==> src/rtl/nw_flit_fifo.sv <==
// Flit FIFO for a network link: circular buffer with a registered credit return and a sticky overflow flag.
// Optional same-cycle bypass of an empty FIFO is enabled by defining NW_FLIT_FIFO_BYPASS_EN.
module nw_flit_fifo #(
    parameter int WIDTH = 32,
    parameter int DEPTH = 4,
    parameter int CW    = $clog2(DEPTH + 1)
) (
    input  logic             clk,
    input  logic             rst_n,
    input  logic             in_valid,
    output logic             in_ready,
    input  logic [WIDTH-1:0] in_data,
    output logic             out_valid,
    input  logic             out_ready,
    output logic [WIDTH-1:0] out_data,
    output logic             credit_out,
    output logic [CW-1:0]    count,
    output logic             overflow_err
);

    localparam int PW = (DEPTH > 1) ? $clog2(DEPTH) : 1;

    logic [WIDTH-1:0] r_mem [DEPTH];
    logic [PW-1:0]    r_wr_ptr;
    logic [PW-1:0]    r_rd_ptr;
    logic [CW-1:0]    r_count;
    logic             r_credit;
    logic             r_overflow;

    logic w_full;
    logic w_empty;
    logic w_bypass;
    logic w_push;
    logic w_pop;
    logic w_bypass_take;
    logic w_store;
    logic w_deq;

    assign w_full  = (r_count == CW'(DEPTH));
    assign w_empty = (r_count == '0);

`ifdef NW_FLIT_FIFO_BYPASS_EN
    // An offered flit is presented straight to the output while nothing is stored ahead of it.
    assign w_bypass  = w_empty & in_valid;
    assign out_valid = ~w_empty | w_bypass;
    assign out_data  = w_bypass ? in_data : r_mem[r_rd_ptr];
`else
    assign w_bypass  = 1'b0;
    assign out_valid = ~w_empty;
    assign out_data  = r_mem[r_rd_ptr];
`endif

    assign in_ready      = ~w_full;
    assign w_push        = in_valid & ~w_full;
    assign w_pop         = out_valid & out_ready;
    assign w_bypass_take = w_bypass & out_ready;
    assign w_store       = w_push & ~w_bypass_take;
    assign w_deq         = w_pop & ~w_bypass_take;

    assign credit_out   = r_credit;
    assign count        = r_count;
    assign overflow_err = r_overflow;

    function automatic logic [PW-1:0] next_ptr(input logic [PW-1:0] ptr);
        return (ptr == PW'(DEPTH - 1)) ? '0 : ptr + PW'(1);
    endfunction

    // Storage is deliberately left out of reset.
    always_ff @(posedge clk) begin
        if (w_store) begin
            r_mem[r_wr_ptr] <= in_data;
        end
    end

    always_ff @(posedge clk) begin
        if (!rst_n) begin
            r_wr_ptr   <= '0;
            r_rd_ptr   <= '0;
            r_count    <= '0;
            r_credit   <= 1'b0;
            r_overflow <= 1'b0;
        end else begin
            r_credit <= w_pop;
            if (in_valid && w_full) begin
                r_overflow <= 1'b1;
            end
            if (w_store) begin
                r_wr_ptr <= next_ptr(r_wr_ptr);
            end
            if (w_deq) begin
                r_rd_ptr <= next_ptr(r_rd_ptr);
            end
            case ({w_store, w_deq})
                2'b10:   r_count <= r_count + CW'(1);
                2'b01:   r_count <= r_count - CW'(1);
                default: r_count <= r_count;
            endcase
        end
    end

endmodule

==> config.mk <==
export PLATFORM = sky130hd
export DESIGN_NAME = nw_flit_fifo
export DESIGN_NICKNAME = d
export VERILOG_FILES = /design/src/rtl/nw_flit_fifo.sv
export SDC_FILE = /design/constraint.sdc
export NUM_CORES = 1
export LEC_CHECK = 0
export BUFFER_PORTS_ARGS = -buffer_cell sky130_fd_sc_hd__buf_2
export CORE_ASPECT_RATIO = 0.9
export CORE_MARGIN = 1.5
export CORE_UTILIZATION = 37
export DETAILED_ROUTE_END_ITERATION = 8
export SETUP_SLACK_MARGIN = 0.4
export SLEW_MARGIN = 40
export SYNTH_ARGS = -nofsm -noshare
export SYNTH_HDL_FRONTEND = slang
export SYNTH_SLANG_ARGS = --single-unit
==> constraint.sdc <==
create_clock -name clk -period 3.38 [get_ports clk]
set_clock_uncertainty 0.1 [all_clocks]
set_input_delay 1.014 -clock clk [delete_from_list [all_inputs] [get_ports clk]]
set_output_delay 1.014 -clock clk [all_outputs]
set_load 0.01 [all_outputs]
==> impl_metrics.py <==
metrics = {
    "outcome": {
        "outcome": "completed",
    },
    "sta": {
        "fin_ws_ns": 0.528,
        "grt_setup_unrepaired": "false",
        "tightest_slew_ns": 0.566,
        "final_hold_viol_count": 0,
        "setup_viol": 0,
        "fin_setup_tns_ns": 0,
        "fin_crit_sh": 0.844,
        "max_slew_margin": 0.619,
        "slew_violations": 0,
        "achievable-frequency_mhz": 351,
        "min_period_ns": 2.85,
    },
    "critical_path": {
        "worstPathMaxFanout": 13,
        "required_ns": 2.27,
        "critPathArrivalTime_ns": 1.74,
        "cp-end-kind": "primary output",
        "r2r_start": "count[2]",
        "cp-start-kind": "flip-flop",
        "path_class": "flip-flop to primary output",
        "rrSetupSlack_ns": 0.73,
        "r2r_cells": 9,
        "r2r_end": "count[2]",
    },
    "yosys": {
        "netlist.area_leader.share": 0.745,
        "yosysUniqueCellTypes": 26,
        "synthFlopType": "edfxtp_1",
        "ys.warnings.count": 0,
        "syn_inst": 226,
        "synth_area_um2": 5160,
        "synth_seq_area_share": 0.788,
        "yosys.area.top_type": "edfxtp_1",
        "syn_avg_cell_area_um2": 22.8,
        "ys_seq_elements": 139,
        "synth_edf_count": 128,
        "syn_nets": 269,
        "synthArstFlopShare": 0,
        "synth.area.top_cells": "edfxtp_1, mux4_2, dfxtp_1",
    },
    "placed_design": {
        "io_buffers": 74,
        "post_dp_cell_area_um2": 5810,
        "pre_cts_ws_ns": 0.547,
        "place_hpwl_mm": 5.06,
        "place_congestion": 0.703,
    },
    "clock_network": {
        "cts_max_path_buffers": 2,
        "clock-root-buffer": "clkbuf_16",
        "clkLatencyLatePin_ns": 0.41,
        "hold_buffers": 0,
        "post-cts-setup-buffers": 0,
        "cts-buffers-inserted": 17,
        "clkSinkCount": 139,
        "cts.clk_slew.worst_paths_ns": 0.06,
        "htreeDepth": 4,
        "tritoncts": "done",
    },
    "global_route": {
        "use_met1": 0.168,
        "grt_util_all_layers": 0.130,
        "grt_max_degree": 33,
        "gr-usage-met3": 0.0461,
        "grt_first_pass_wirelength_mm": 13.3,
        "met2_usage": 0.194,
        "busiest_layer": "met2",
        "antenna_found_initial": 0,
        "grt_pass1_vias": 2457,
        "grt_overflow": 0,
    },
    "pwr": {
        "peakVddDrop_mv": 0.383,
        "p_leak_nw": 2.23,
        "p_per_area_nw_per_um2": 778,
        "finalPower_mw": 4.99,
    },
    "routing": {
        "drt_iter0_markers": 176,
        "dr.pass1.iters": 4,
        "route.vias.total": 2429,
        "wirelength_mm": 8.77,
        "ant_nets": 0,
        "post-route-drc-count": 0,
        "wl_per_cell_um": 17.6,
        "vias_per_cell": 4.88,
    },
    "floorplan": {
        "ioPinCount": 75,
        "dieArea_um2": 14700,
        "die_h_um": 115,
        "rows": 40,
        "start_util": 0.383,
        "dieWidth_um": 127,
        "core_um2": 13500,
    },
    "layout": {
        "diodes": 0,
        "drive_gt1_frac": 0.461,
        "syn_to_final_growth_pct": 24.4,
        "final_core_util": 0.476,
        "postLayoutCellArea_um2": 6410,
        "fin_nets": 361,
        "layout_common_cells": "edfxtp_1, buf_2, mux4_2, clkbuf_16, dfxtp_1",
        "final_common_cell": "edfxtp_1",
    },
    "min_path": {
        "hold_path_depth": 2,
        "min_from": "overflow_err",
        "hold-path-endpoint": "overflow_err",
        "hold_path.class": "flip-flop to flip-flop",
    },
    "flow_run": {
        "drv_cap": 0,
    },
}
how the worst max path moves through the flow:
stage                         endpoint  slack, ns
after floorplan               count[2]       0.77
after global placement        count[2]       0.59
after detailed placement      count[2]       0.55
after CTS                 out_data[30]       0.46
after global routing      out_data[30]       0.42
final                     out_data[18]       0.53
what timing repair did:
action	in CTS	in global routing
gates resized for setup	1	0
setup endpoints to repair	8	0
hold endpoints to repair	0	0
state kept, by name, summed over array words and instances, names as in the netlist, named ones only:
signal	cells
r_rd_ptr	2
credit_out	1
r_mem	128
overflow_err	1
r_wr_ptr	2
count	3
power by group:
group | switching (mW) | internal (mW) | total (mW)
logic | 0.497 | 0.477 | 0.974
clock network | 0.658 | 1.22 | 1.88
registers | 0.0676 | 2.08 | 2.14
total | 1.22 | 3.77 | 4.99
logic make-up after synthesis:
family,Yosys count,synth area share
buffers and inverters,16,0.0153
muxes,33,0.142
adders and majority gates,7,0.0184
AOI/OAI and AO/OA,8,0.0104
DFF,139,0.788
and+or+nand+nor,21,0.0228
xor gates and xnor gates,2,0.00340
metal layers:
| layer | vias to the layer above | part of all wire |
|---|---|---|
| li1 | 1116 | - |
| met1 | 1235 | 0.45 |
| met2 | 67 | 0.48 |
| met3 | 11 | 0.051 |
| met4 | 0 | 0.016 |
| met5 | - | 0 |
metrics by stage:
step | cells | hold WS (ns)
3_3_place_gp | 467 | 0.380
3_5_place_dp | 467 | 0.368
6_report | 498 | 0.389
5_1_grt | 498 | 0.436
4_1_cts | 498 | 0.395
2_1_floorplan | 226 | 0.363
cells in the mapped netlist (2+ instances only):
cell type,instances
buf_4,3
buf_1,3
mux4_2,32
a21oi_1,3
dfxtp_1,11
nand2_1,4
edfxtp_1,128
inv_1,8
o21ai_0,2
nor2_1,6
ha_1,6
or3_2,2
xor2_1,2
and3_2,4
area by class of cell:
type / instances / area, um2
Clock inverter: 14 / 179
Sequential cell: 139 / 4070
Fill cell: 1112 / 7050
Tap cell: 168 / 210
Timing Repair Buffer: 81 / 489
Clock buffer: 17 / 425
Multi-Input combinational cell: 71 / 1010
Inverter: 8 / 30.0
worst max-delay path: stages (launching register included):
cell     delay (ns)
dfxtp_2        0.33
buf_4          0.27
mux4_2         0.56
buf_2          0.16
Note: power is estimated with default switching activity, not from simulation.
